**src/rtl/fft_pkg.sv**
```systemverilog
// Shared types and constants for the butterfly operand loader.
// Holds the loader state enum, the Q1.15 unity-twiddle constants and the
// helper functions that derive frame size and counter widths from parameters.
package fft_pkg;

  localparam int unsigned DEF_DATA_W       = 16;
  localparam int unsigned DEF_NUM_SAMPLES  = 4;
  localparam int unsigned DEF_NUM_TWIDDLES = 1;

  // Q1.15 +1 and 0, used as the 1+j0 twiddle in unity mode.
  localparam logic [15:0] TW_ONE  = 16'h7FFF;
  localparam logic [15:0] TW_ZERO = 16'h0000;

  typedef enum logic [2:0] {
    ST_IDLE,
    ST_SAMPLE,
    ST_TW_RE,
    ST_TW_IM,
    ST_DRAIN
  } load_state_t;

  // Words per frame: all samples, then a real/imag word per twiddle pair.
  function automatic int unsigned frame_words(input int unsigned ns, input int unsigned nt);
    return ns + 2 * nt;
  endfunction

  // Width able to hold 0..FRAME_WORDS.
  function automatic int unsigned cnt_width(input int unsigned ns, input int unsigned nt);
    return $clog2(frame_words(ns, nt) + 1);
  endfunction

  // Index width for n items, never narrower than one bit.
  function automatic int unsigned idx_width(input int unsigned n);
    return (n <= 2) ? 1 : $clog2(n);
  endfunction

endpackage

```
**src/rtl/butterfly_load_sequencer_if.sv**
```systemverilog
// Bus bundle of the butterfly operand loader.
// slave  : the loader (receives start, sample and twiddle streams, drives output stream)
// master : the environment (sample buffer, twiddle ROM, operand buffer, control)
interface butterfly_load_sequencer_if
  import fft_pkg::*;
#(
  parameter int unsigned DATA_W       = DEF_DATA_W,
  parameter int unsigned NUM_SAMPLES  = DEF_NUM_SAMPLES,
  parameter int unsigned NUM_TWIDDLES = DEF_NUM_TWIDDLES
);

  localparam int unsigned CNT_W    = cnt_width(NUM_SAMPLES, NUM_TWIDDLES);
  localparam int unsigned TW_IDX_W = idx_width(NUM_TWIDDLES);

  logic                start;
  logic                unity_twiddle;
  logic [DATA_W-1:0]   sample_in;
  logic                sample_valid;
  logic                sample_ready;
  logic [DATA_W-1:0]   twiddle_real;
  logic [DATA_W-1:0]   twiddle_imag;
  logic                tw_valid;
  logic                tw_ready;
  logic [TW_IDX_W-1:0] tw_index;
  logic [DATA_W-1:0]   output_value;
  logic                out_valid;
  logic                out_ready;
  logic                out_last;
  logic [CNT_W-1:0]    load_count;
  logic                busy;

  modport slave (
    input  start, unity_twiddle, sample_in, sample_valid,
           twiddle_real, twiddle_imag, tw_valid, out_ready,
    output sample_ready, tw_ready, tw_index, output_value,
           out_valid, out_last, load_count, busy
  );

  modport master (
    output start, unity_twiddle, sample_in, sample_valid,
           twiddle_real, twiddle_imag, tw_valid, out_ready,
    input  sample_ready, tw_ready, tw_index, output_value,
           out_valid, out_last, load_count, busy
  );

endinterface

```
**src/rtl/butterfly_load_sequencer_output_reg.sv**
```systemverilog
// load_output_reg: one-entry valid/ready holding register carrying a word and
// its last flag.
// Ports: load_c (write a new word this cycle), in_data/in_last (word to write),
// out_ready (downstream accept), slot_free_c (a write may happen this cycle),
// out_valid/out_data/out_last (registered output).
module load_output_reg #(
  parameter int unsigned DATA_W = 16
) (
  input  logic              clk,
  input  logic              n_rst,
  input  logic              load_c,
  input  logic [DATA_W-1:0] in_data,
  input  logic              in_last,
  input  logic              out_ready,
  output logic              slot_free_c,
  output logic              out_valid,
  output logic [DATA_W-1:0] out_data,
  output logic              out_last
);

  logic              valid_q, valid_d;
  logic [DATA_W-1:0] data_q,  data_d;
  logic              last_q,  last_d;

  // Slot is free when empty or when the held word leaves this cycle.
  assign slot_free_c = !valid_q || out_ready;

  always_comb begin
    valid_d = valid_q;
    data_d  = data_q;
    last_d  = last_q;
    if (load_c) begin
      valid_d = 1'b1;
      data_d  = in_data;
      last_d  = in_last;
    end else if (out_ready) begin
      valid_d = 1'b0;
      last_d  = 1'b0;
    end
  end

  always_ff @(posedge clk or negedge n_rst) begin
    if (!n_rst) begin
      valid_q <= 1'b0;
      data_q  <= '0;
      last_q  <= 1'b0;
    end else begin
      valid_q <= valid_d;
      data_q  <= data_d;
      last_q  <= last_d;
    end
  end

  assign out_valid = valid_q;
  assign out_data  = data_q;
  assign out_last  = last_q;

endmodule

```
**src/rtl/butterfly_load_sequencer.sv**
```systemverilog
// butterfly_load_sequencer: on each start, streams NUM_SAMPLES sample words and
// then NUM_TWIDDLES twiddle pairs (real, imag) into the butterfly operand buffer
// through a single registered output slot. Unity mode substitutes 1+j0 twiddles.
// Ports: clk, n_rst (async active-low), bus (slave side of the loader bundle:
// start/unity_twiddle control, sample and twiddle input streams, output stream,
// tw_index, load_count, busy).
module butterfly_load_sequencer
  import fft_pkg::*;
#(
  parameter int unsigned DATA_W       = DEF_DATA_W,
  parameter int unsigned NUM_SAMPLES  = DEF_NUM_SAMPLES,
  parameter int unsigned NUM_TWIDDLES = DEF_NUM_TWIDDLES
) (
  input  logic                      clk,
  input  logic                      n_rst,
  butterfly_load_sequencer_if.slave bus
);

  localparam int unsigned FRAME_WORDS = frame_words(NUM_SAMPLES, NUM_TWIDDLES);
  localparam int unsigned CNT_W       = cnt_width(NUM_SAMPLES, NUM_TWIDDLES);
  localparam int unsigned TW_IDX_W    = idx_width(NUM_TWIDDLES);
  localparam int unsigned SIDX_W      = idx_width(NUM_SAMPLES);

  localparam logic [DATA_W-1:0] TW_ONE_W  = (DATA_W == 16) ? DATA_W'(TW_ONE)
                                                           : {1'b0, {(DATA_W-1){1'b1}}};
  localparam logic [DATA_W-1:0] TW_ZERO_W = DATA_W'(TW_ZERO);

  load_state_t         state_q,      state_d;
  logic [SIDX_W-1:0]   sample_idx_q, sample_idx_d;
  logic [TW_IDX_W-1:0] tw_index_q,   tw_index_d;
  logic [CNT_W-1:0]    load_count_q, load_count_d;
  logic                unity_q,      unity_d;
  logic                busy_q,       busy_d;

  logic              slot_free_c;
  logic              out_fire_c;
  logic              load_c;
  logic [DATA_W-1:0] load_data_c;
  logic              load_last_c;
  logic              sample_ready_c;
  logic              tw_ready_c;

  assign out_fire_c = bus.out_valid && bus.out_ready;

  // Next-state, counters and the word offered to the output slot.
  always_comb begin
    state_d        = state_q;
    sample_idx_d   = sample_idx_q;
    tw_index_d     = tw_index_q;
    load_count_d   = load_count_q;
    unity_d        = unity_q;
    load_c         = 1'b0;
    load_data_c    = '0;
    load_last_c    = 1'b0;
    sample_ready_c = 1'b0;
    tw_ready_c     = 1'b0;

    if (out_fire_c && (load_count_q != CNT_W'(FRAME_WORDS))) begin
      load_count_d = load_count_q + 1'b1;
    end

    unique case (state_q)
      ST_IDLE: begin
        if (bus.start) begin
          state_d      = ST_SAMPLE;
          load_count_d = '0;
          sample_idx_d = '0;
          tw_index_d   = '0;
          unity_d      = bus.unity_twiddle;
        end
      end
      ST_SAMPLE: begin
        if (bus.sample_valid && slot_free_c) begin
          load_c         = 1'b1;
          load_data_c    = bus.sample_in;
          sample_ready_c = 1'b1;
          sample_idx_d   = sample_idx_q + 1'b1;
          if (sample_idx_q == SIDX_W'(NUM_SAMPLES - 1)) begin
            state_d = ST_TW_RE;
          end
        end
      end
      ST_TW_RE: begin
        // The pair is only acknowledged on the imag word, so no ready here.
        if ((unity_q || bus.tw_valid) && slot_free_c) begin
          load_c      = 1'b1;
          load_data_c = unity_q ? TW_ONE_W : bus.twiddle_real;
          state_d     = ST_TW_IM;
        end
      end
      ST_TW_IM: begin
        if ((unity_q || bus.tw_valid) && slot_free_c) begin
          load_c      = 1'b1;
          load_data_c = unity_q ? TW_ZERO_W : bus.twiddle_imag;
          tw_ready_c  = !unity_q;
          tw_index_d  = tw_index_q + 1'b1;
          if (tw_index_q == TW_IDX_W'(NUM_TWIDDLES - 1)) begin
            load_last_c = 1'b1;
            state_d     = ST_DRAIN;
          end else begin
            state_d = ST_TW_RE;
          end
        end
      end
      ST_DRAIN: begin
        if (out_fire_c && bus.out_last) begin
          state_d = ST_IDLE;
        end
      end
      default: state_d = ST_IDLE;
    endcase

    busy_d = (state_d != ST_IDLE);
  end

  always_ff @(posedge clk or negedge n_rst) begin
    if (!n_rst) begin
      state_q      <= ST_IDLE;
      sample_idx_q <= '0;
      tw_index_q   <= '0;
      load_count_q <= '0;
      unity_q      <= 1'b0;
      busy_q       <= 1'b0;
    end else begin
      state_q      <= state_d;
      sample_idx_q <= sample_idx_d;
      tw_index_q   <= tw_index_d;
      load_count_q <= load_count_d;
      unity_q      <= unity_d;
      busy_q       <= busy_d;
    end
  end

  load_output_reg #(
    .DATA_W (DATA_W)
  ) u_out_reg (
    .clk         (clk),
    .n_rst       (n_rst),
    .load_c      (load_c),
    .in_data     (load_data_c),
    .in_last     (load_last_c),
    .out_ready   (bus.out_ready),
    .slot_free_c (slot_free_c),
    .out_valid   (bus.out_valid),
    .out_data    (bus.output_value),
    .out_last    (bus.out_last)
  );

  assign bus.sample_ready = sample_ready_c;
  assign bus.tw_ready     = tw_ready_c;
  assign bus.tw_index     = tw_index_q;
  assign bus.load_count   = load_count_q;
  assign bus.busy         = busy_q;

endmodule

```
**src/flat_wrapper.sv**
```systemverilog
// flat-port wrapper written by rule: the top's interface ports become plain ports
module butterfly_load_sequencer_flat import fft_pkg::*;
#(
  parameter int unsigned DATA_W       = DEF_DATA_W,
  parameter int unsigned NUM_SAMPLES  = DEF_NUM_SAMPLES,
  parameter int unsigned NUM_TWIDDLES = DEF_NUM_TWIDDLES
)
  (clk, n_rst, bus_start, bus_unity_twiddle, bus_sample_in, bus_sample_valid, bus_twiddle_real, bus_twiddle_imag, bus_tw_valid, bus_out_ready, bus_sample_ready, bus_tw_ready, bus_tw_index, bus_output_value, bus_out_valid, bus_out_last, bus_load_count, bus_busy);
  butterfly_load_sequencer_if #(.DATA_W(DATA_W), .NUM_SAMPLES(NUM_SAMPLES), .NUM_TWIDDLES(NUM_TWIDDLES)) bus_i ();
  input  logic clk;
  input  logic n_rst;
  input wire logic [$bits(bus_i.start)-1:0] bus_start;
  input wire logic [$bits(bus_i.unity_twiddle)-1:0] bus_unity_twiddle;
  input wire logic [$bits(bus_i.sample_in)-1:0] bus_sample_in;
  input wire logic [$bits(bus_i.sample_valid)-1:0] bus_sample_valid;
  input wire logic [$bits(bus_i.twiddle_real)-1:0] bus_twiddle_real;
  input wire logic [$bits(bus_i.twiddle_imag)-1:0] bus_twiddle_imag;
  input wire logic [$bits(bus_i.tw_valid)-1:0] bus_tw_valid;
  input wire logic [$bits(bus_i.out_ready)-1:0] bus_out_ready;
  output wire logic [$bits(bus_i.sample_ready)-1:0] bus_sample_ready;
  output wire logic [$bits(bus_i.tw_ready)-1:0] bus_tw_ready;
  output wire logic [$bits(bus_i.tw_index)-1:0] bus_tw_index;
  output wire logic [$bits(bus_i.output_value)-1:0] bus_output_value;
  output wire logic [$bits(bus_i.out_valid)-1:0] bus_out_valid;
  output wire logic [$bits(bus_i.out_last)-1:0] bus_out_last;
  output wire logic [$bits(bus_i.load_count)-1:0] bus_load_count;
  output wire logic [$bits(bus_i.busy)-1:0] bus_busy;
  assign bus_i.start = bus_start;
  assign bus_i.unity_twiddle = bus_unity_twiddle;
  assign bus_i.sample_in = bus_sample_in;
  assign bus_i.sample_valid = bus_sample_valid;
  assign bus_i.twiddle_real = bus_twiddle_real;
  assign bus_i.twiddle_imag = bus_twiddle_imag;
  assign bus_i.tw_valid = bus_tw_valid;
  assign bus_i.out_ready = bus_out_ready;
  assign bus_sample_ready = bus_i.sample_ready;
  assign bus_tw_ready = bus_i.tw_ready;
  assign bus_tw_index = bus_i.tw_index;
  assign bus_output_value = bus_i.output_value;
  assign bus_out_valid = bus_i.out_valid;
  assign bus_out_last = bus_i.out_last;
  assign bus_load_count = bus_i.load_count;
  assign bus_busy = bus_i.busy;
  butterfly_load_sequencer #(.DATA_W(DATA_W), .NUM_SAMPLES(NUM_SAMPLES), .NUM_TWIDDLES(NUM_TWIDDLES)) u_core (.clk(clk), .n_rst(n_rst), .bus(bus_i));
endmodule
```
**config.mk**
```make
export PLATFORM = sky130hd
export DESIGN_NAME = butterfly_load_sequencer_flat
export DESIGN_NICKNAME = d
export VERILOG_FILES = /design/src/rtl/fft_pkg.sv /design/src/rtl/butterfly_load_sequencer_if.sv /design/src/rtl/butterfly_load_sequencer_output_reg.sv /design/src/rtl/butterfly_load_sequencer.sv /design/src/flat_wrapper.sv
export SDC_FILE = /design/constraint.sdc
export NUM_CORES = 1
export LEC_CHECK = 0
export ABC_AREA = 1
export BUFFER_PORTS_ARGS = -buffer_cell sky130_fd_sc_hd__clkbuf_2
export CAP_MARGIN = 20
export CORE_MARGIN = 1
export CORE_UTILIZATION = 40
export CTS_CLUSTER_DIAMETER = 50
export DETAILED_ROUTE_END_ITERATION = 8
export GPL_ROUTABILITY_DRIVEN = 0
export HOLD_SLACK_MARGIN = 0.1
export MAX_ROUTING_LAYER = met4
export PLACE_DENSITY = 0.74
export SLEW_MARGIN = 20
export SYNTH_ARGS = -nofsm -noshare
export SYNTH_HDL_FRONTEND = slang
export SYNTH_SLANG_ARGS = --single-unit
```
**constraint.sdc**
```tcl
create_clock -name clk -period 1.7 [get_ports clk]
set_input_delay 0 -clock clk [delete_from_list [all_inputs] [get_ports clk]]
set_output_delay 0 -clock clk [all_outputs]
set_load 0.005 [all_outputs]
```
==> results.toml, run 1 <==
[global_routing]
grt_max_degree = 30
top_usage_layer = "met2"
antenna_found_initial = 0
grt_use_met2_pct = 45.7
grtUsageMet1_pct = 31.3
track_usage_pct = 26.4
grt_use_met3_pct = 5.00
grt_pass1_vias = 1979
overflow = 0
grt_pass1_wl_mm = 8.72

[timing]
rsz0062_at_grt = "false"
slew_viol_final = 0
finalCriticalPeriod_ns = 1.51
max_freq_mhz = 664
clock-skew-final_ns = 0.00597
worst_pin_slew_ns = 0.748
relSlewSlack_pct = 50.1
setup_violations = 0
hold_viol = 0
period_share_pct = 88.6
tns_ns = 0
finalHoldWorstSlack_ns = 0.118

[synth]
ys.warnings.count = 0
synth.distinct_cells = 23
synth-seq-area-share_pct = 41.2
synth-seq-cells = 29
syn-cell-area_mm2 = 0.00176
synthesis.instances = 245
synth_area_per_cell_um2 = 7.20
syn_nets = 303

[cells_and_area]
final_area_mm2 = 0.00277
final_cell_mix = "clkbuf_2 (79), nor2_1 (56), nand2_1 (47), dlygate4sd3_1 (47), nand3_1 (39)"
antenna_cells = 0
fin_nets = 433
final_common_cell = "clkbuf_2"
drive_gt1_share_pct = 29.0
syn2layout_area_growth_pct = 57.1

[floorplan]
num_io_pins = 80
fp.dieW_um = 68.4
start_util_pct = 42.8
die_h_um = 68.4
core-area_mm2 = 0.00412
num_rows = 23
die_area_mm2 = 0.00468

[clocking]
numCtsBuffers = 5
clock_path_buffers = 2
post_cts_resized = 0
root_buffer = "clkbuf_8"
path_clk_slew_ns = 0.06
htreeDepth = 2
cts.sinks = 29
clock_latency_ns = 0.28
cts_tree = "built"

[place]
dp_hpwl_mm = 3.54
place_area_mm2 = 0.00218
io_buffer_count = 79

[setup_path]
cp.arrival_ns = 1.51
startpoint = "u_core.unity_q"
crit_required_ns = 1.70
critPathKind = "reg -> out"
critPathLaunchType = "flop"
path_max_fanout = 11
reg2reg_from = "u_core.unity_q"
worstSetupEndpointType = "output pin"

[drt]
drt_iter0_drc = 141
vias_per_cell = 4.88
routed_wl_mm = 5.42
drc = 0
first_pass_iters = 4
drtAntennaViolNets = 0
via_count = 2079
post_drt_wl_per_cell_um = 12.7

[power_and_ir_drop]
pwr_density_cell_mw_per_mm2 = 1370
peakVddDrop_mv = 0.731
power_leakage_nw = 1.49

[worst_hold_path]
hp-class = "in -> reg"
min_from = "bus_twiddle_imag[14]"

[job]
maxCapViolCount = 0

[outcome]
status = "completed"
per-layer routing:
metal,up-vias,part of all wire (%)
met5,-,0
met4,0,0.72
met3,4,6.5
met2,81,49
met1,947,44
li1,1047,-
worst paths after layout:
path	endpoint	depth (start not counted)	slack [ns]
worst min register to register	u_core.sample_idx_q[1]	2	0.52
worst max-delay path	bus_tw_ready	5	0.19
min in group asynchronous	u_core.u_out_reg.out_data[10]	2	0.31
max in group asynchronous	u_core.u_out_reg.out_data[4]	2	0.90
worst min-delay path	u_core.u_out_reg.out_data[14]	5	0.12
worst max register to register	u_core.u_out_reg.out_data[11]	7	0.25
sequential cells by signal, summed over array words and instances (netlist names):
signal,cells
u_core.sample_idx_q,2
u_core.u_out_reg.out_last,1
u_core.unity_q,1
u_core.bus.busy,1
u_core.bus.load_count,3
u_core.state_q,3
u_core.u_out_reg.out_data,16
u_core.bus.tw_index,1
u_core.u_out_reg.out_valid,1
critical path: stages (launching register included):
cell	delay, ns
dfrtp_1	0.45
inv_2	0.15
nand2_1	0.15
nand2_4	0.13
nor3_4	0.20
clkbuf_2	0.15
cell type report:
| type | instances | area [µm²] |
|---|---|---|
| clock buffers | 7 | 96.3 |
| clock inverters | 1 | 5.00 |
| fillers | 346 | 1350 |
| inverters | 22 | 85.1 |
| multi-input cells | 186 | 891 |
| flip-flops and latches | 29 | 726 |
| well taps | 50 | 62.6 |
| repair buffers | 131 | 903 |
synth_stat cells:
master	count	share of area [%]
nor2_1	56	12
nand2_1	47	10
nand3_1	39	11
dfrtp_1	29	41
inv_1	16	3.4
o21ai_0	9	2.6
nor3_1	7	2.0
a21oi_1	5	1.4
inv_2	5	1.1
nand4_1	4	1.4
o21ai_1	4	1.1
buf_6	3	1.9
ha_1	3	2.1
nand2_2	3	1.1
nand2_4	3	1.9
nor2_4	3	1.9
buf_4	2	0.85
clkbuf_1	2	0.43
buf_2	1	0.28
inv_4	1	0.36
nand3_2	1	0.57
nor3_4	1	0.92
xor2_1	1	0.50
cell families after synthesis:
family,share of synthesized area (%)
AND/OR/NAND/NOR,42.8
adder cells (fa/ha/maj),2.13
flip-flops,41.2
AO/OA/AOI/OAI,5.11
buffers and inverters,8.30
XOR/XNOR,0.497
where the power goes:
group	total (mW)	switching [mW]	internal, mW
registers	1.25	0.236	1.01
clock network	0.631	0.265	0.365
logic	1.93	1.15	0.780
metrics by stage:
step	util [%]	setup WS [ns]	std cells	power, mW
final	67.3	0.193	426	3.81
after global routing	67.3	0.0505	426	4.17
after CTS	67.3	0.175	426	3.82
after detailed placement	53.0	0.159	369	3.08
after global placement	53.0	0.239	369	3.04
after floorplan	-	0.463	245	2.48
what timing repair did:
| item | 4_1_cts | 5_1_grt |
|---|---|---|
| setup endpoints to repair | 1 | 0 |
| hold buffers | 47 | 0 |
| buffers inserted | 2 | 0 |
| endpoints found under the hold margin | 48 | 0 |
No activity file was read; power rests on OpenSTA's default activity.
==> run 2, diff against run 1 <==
- PLACE_DENSITY: 0.74 -> 0.73
- SYNTH_HIERARCHICAL: not set -> 1
==> results.toml, run 2 <==
[timing]
period_share_pct = 91.3
finalCriticalPeriod_ns = 1.55
hold_viol = 0
max_freq_mhz = 644
relSlewSlack_pct = 51.5
rsz0062_at_grt = "false"
slew_viol_final = 0
setup_violations = 0
finalHoldWorstSlack_ns = 0.109
clock-skew-final_ns = 0.00706
tns_ns = 0
worst_pin_slew_ns = 0.727

[synth]
synthesis.instances = 239
synth-seq-cells = 29
syn-cell-area_mm2 = 0.00189
synth_edf_count = 0
netlist.area_leader.share_pct = 38.4
ys_async_sr_fraction_pct = 100
synth-seq-area-share_pct = 38.4
synth_area_leaders = "dfrtp_1 (38%), nand2_1 (16%), o2111ai_1 (7.0%), nand4_1 (5.3%), nand3_2 (4.8%)"
synth_ff_type = "dfrtp_1"
ys.warnings.count = 6
synth_largest_area_cell = "dfrtp_1"
synth.most_common_cell = "nand2_1"
synth_area_per_cell_um2 = 7.91
synth.distinct_cells = 26
synthTopCellsByCount = "nand2_1 (80), dfrtp_1 (29), nand4_1 (16)"
syn_nets = 297

[drt]
vias_per_cell = 5.13
post_drt_wl_per_cell_um = 14.0
drt_iter0_drc = 99
routed_wl_mm = 5.49
drc = 8
drtAntennaViolNets = 0
via_count = 2005
first_pass_iters = 6

[power_and_ir_drop]
power.total_mw = 3.62
peakVddDrop_mv = 0.624
power_leakage_nw = 1.45
pwr_density_cell_mw_per_mm2 = 1410

[global_routing]
overflow = 0
grt_pass1_vias = 1914
grt_max_degree = 32
grt_pass1_wl_mm = 8.78
track_usage_pct = 23.3
antenna_found_initial = 0

[cells_and_area]
multi_input_area_um2 = 973
fill_cells = 426
largest_reg_flops = 16
syn2layout_area_growth_pct = 36.4
final_cell_mix = "clkbuf_2 (79), nand2_1 (79), dfrtp_1 (29)"
seq_area_um2 = 726
antenna_cells = 0
drive_gt1_share_pct = 37.5
final_area_mm2 = 0.00258
fin_nets = 397

[worst_hold_path]
hp-class = "in -> reg"
hold_depth = 5

[setup_path]
worstSetupEndpointType = "flop"
crit_required_ns = 1.85
path_max_fanout = 6
critPathLaunchType = "input port"
cp.arrival_ns = 1.71
critPathKind = "in -> reg"
r2r_cells = 9

[clocking]
clock_latency_ns = 0.27
cts_tree = "built"
numCtsBuffers = 5
post_cts_buffers = 0
root_buffer = "clkbuf_8"
clock_path_buffers = 2
path_clk_slew_ns = 0.06
htreeDepth = 2
cts.sinks = 29

[place]
io_buffer_count = 79
place_area_mm2 = 0.00231
dp_hpwl_mm = 3.91

[floorplan]
num_rows = 24
fp.dieW_um = 70.7
num_io_pins = 80
core-area_mm2 = 0.00444
die_area_mm2 = 0.00500
start_util_pct = 42.5
die_h_um = 70.7

[outcome]
status = "finished, violations left"
violations = "DRC"

[job]
maxCapViolCount = 0
-- run 2: layer usage --
layer	wire length [µm]	part of all wire (%)	GRT usage [%]	vias up
met5	0	0	-	-
met4	46	0.84	8.89	0
met3	377	6.9	5.27	4
met2	2700	49	36.6	87
met1	2370	43	29.4	905
li1	-	-	-	1009
-- run 2: layout make-up --
cell class / instances / share of cell area, %
well taps: 52 / 2.53
multi-input cells: 178 / 37.8
flip-flops and latches: 29 / 28.2
inverters: 19 / 3.16
repair buffers: 106 / 25.0
clock buffers: 7 / 3.35
-- run 2: repair_timing --
action / CTS / global route
endpoints found under the setup margin: 0 / 6
hold buffers: 17 / 0
gates resized for setup: 0 / 2
endpoints found under the hold margin: 46 / 0
-- run 2: path summary, 6_finish.rpt --
kind / from / to / slack (ns)
hold / removal: bus_twiddle_imag[6] / u_core/u_out_reg/out_data[6] / 0.11
hold reg to reg: u_core/u_out_reg/out_data[12] / u_core/u_out_reg/out_data[12] / 0.47
max in group asynchronous: n_rst / u_core/u_out_reg/out_data[0] / 0.92
min in group asynchronous: n_rst / u_core/state_q[1] / 0.31
setup reg to reg: u_core/u_out_reg/out_valid / u_core/u_out_reg/out_data[13] / 0.18
setup / recovery: bus_out_ready / u_core/u_out_reg/out_data[4] / 0.15
-- run 2: power by group --
group / internal (mW) / switching, mW / leakage (nW)
logic: 0.713 / 1.29 / 1.03
registers: 0.910 / 0.155 / 0.380
clock network: 0.320 / 0.234 / 0.0443
total: 1.94 / 1.68 / 1.45
-- run 2: logic make-up after synthesis --
group	share of synthesized area (%)
AO/OA/AOI/OAI	9.60
adder cells (fa/ha/maj)	1.99
buffers and inverters	10.2
flip-flops	38.4
AND/OR/NAND/NOR	39.8
-- run 2: through the flow --
stage | setup slack, ns | instances | utilization, %
after floorplan | 0.192 | 239 | -
after global placement | 0.180 | 367 | 52.1
after detailed placement | 0.132 | 367 | 52.1
after CTS | 0.0795 | 391 | 57.8
after global routing | 0.0118 | 391 | 58.0
final | 0.148 | 391 | 58.0
-- run 2: critical path: stages --
cell,delay [ns]
dlygate4sd3_1,0.53
clkbuf_2,0.14
or2_2,0.32
nand2_1,0.09
inv_1,0.08
nand2_4,0.10
nand2_2,0.12
buf_4,0.18
nand2_1,0.08
nand2_1,0.07
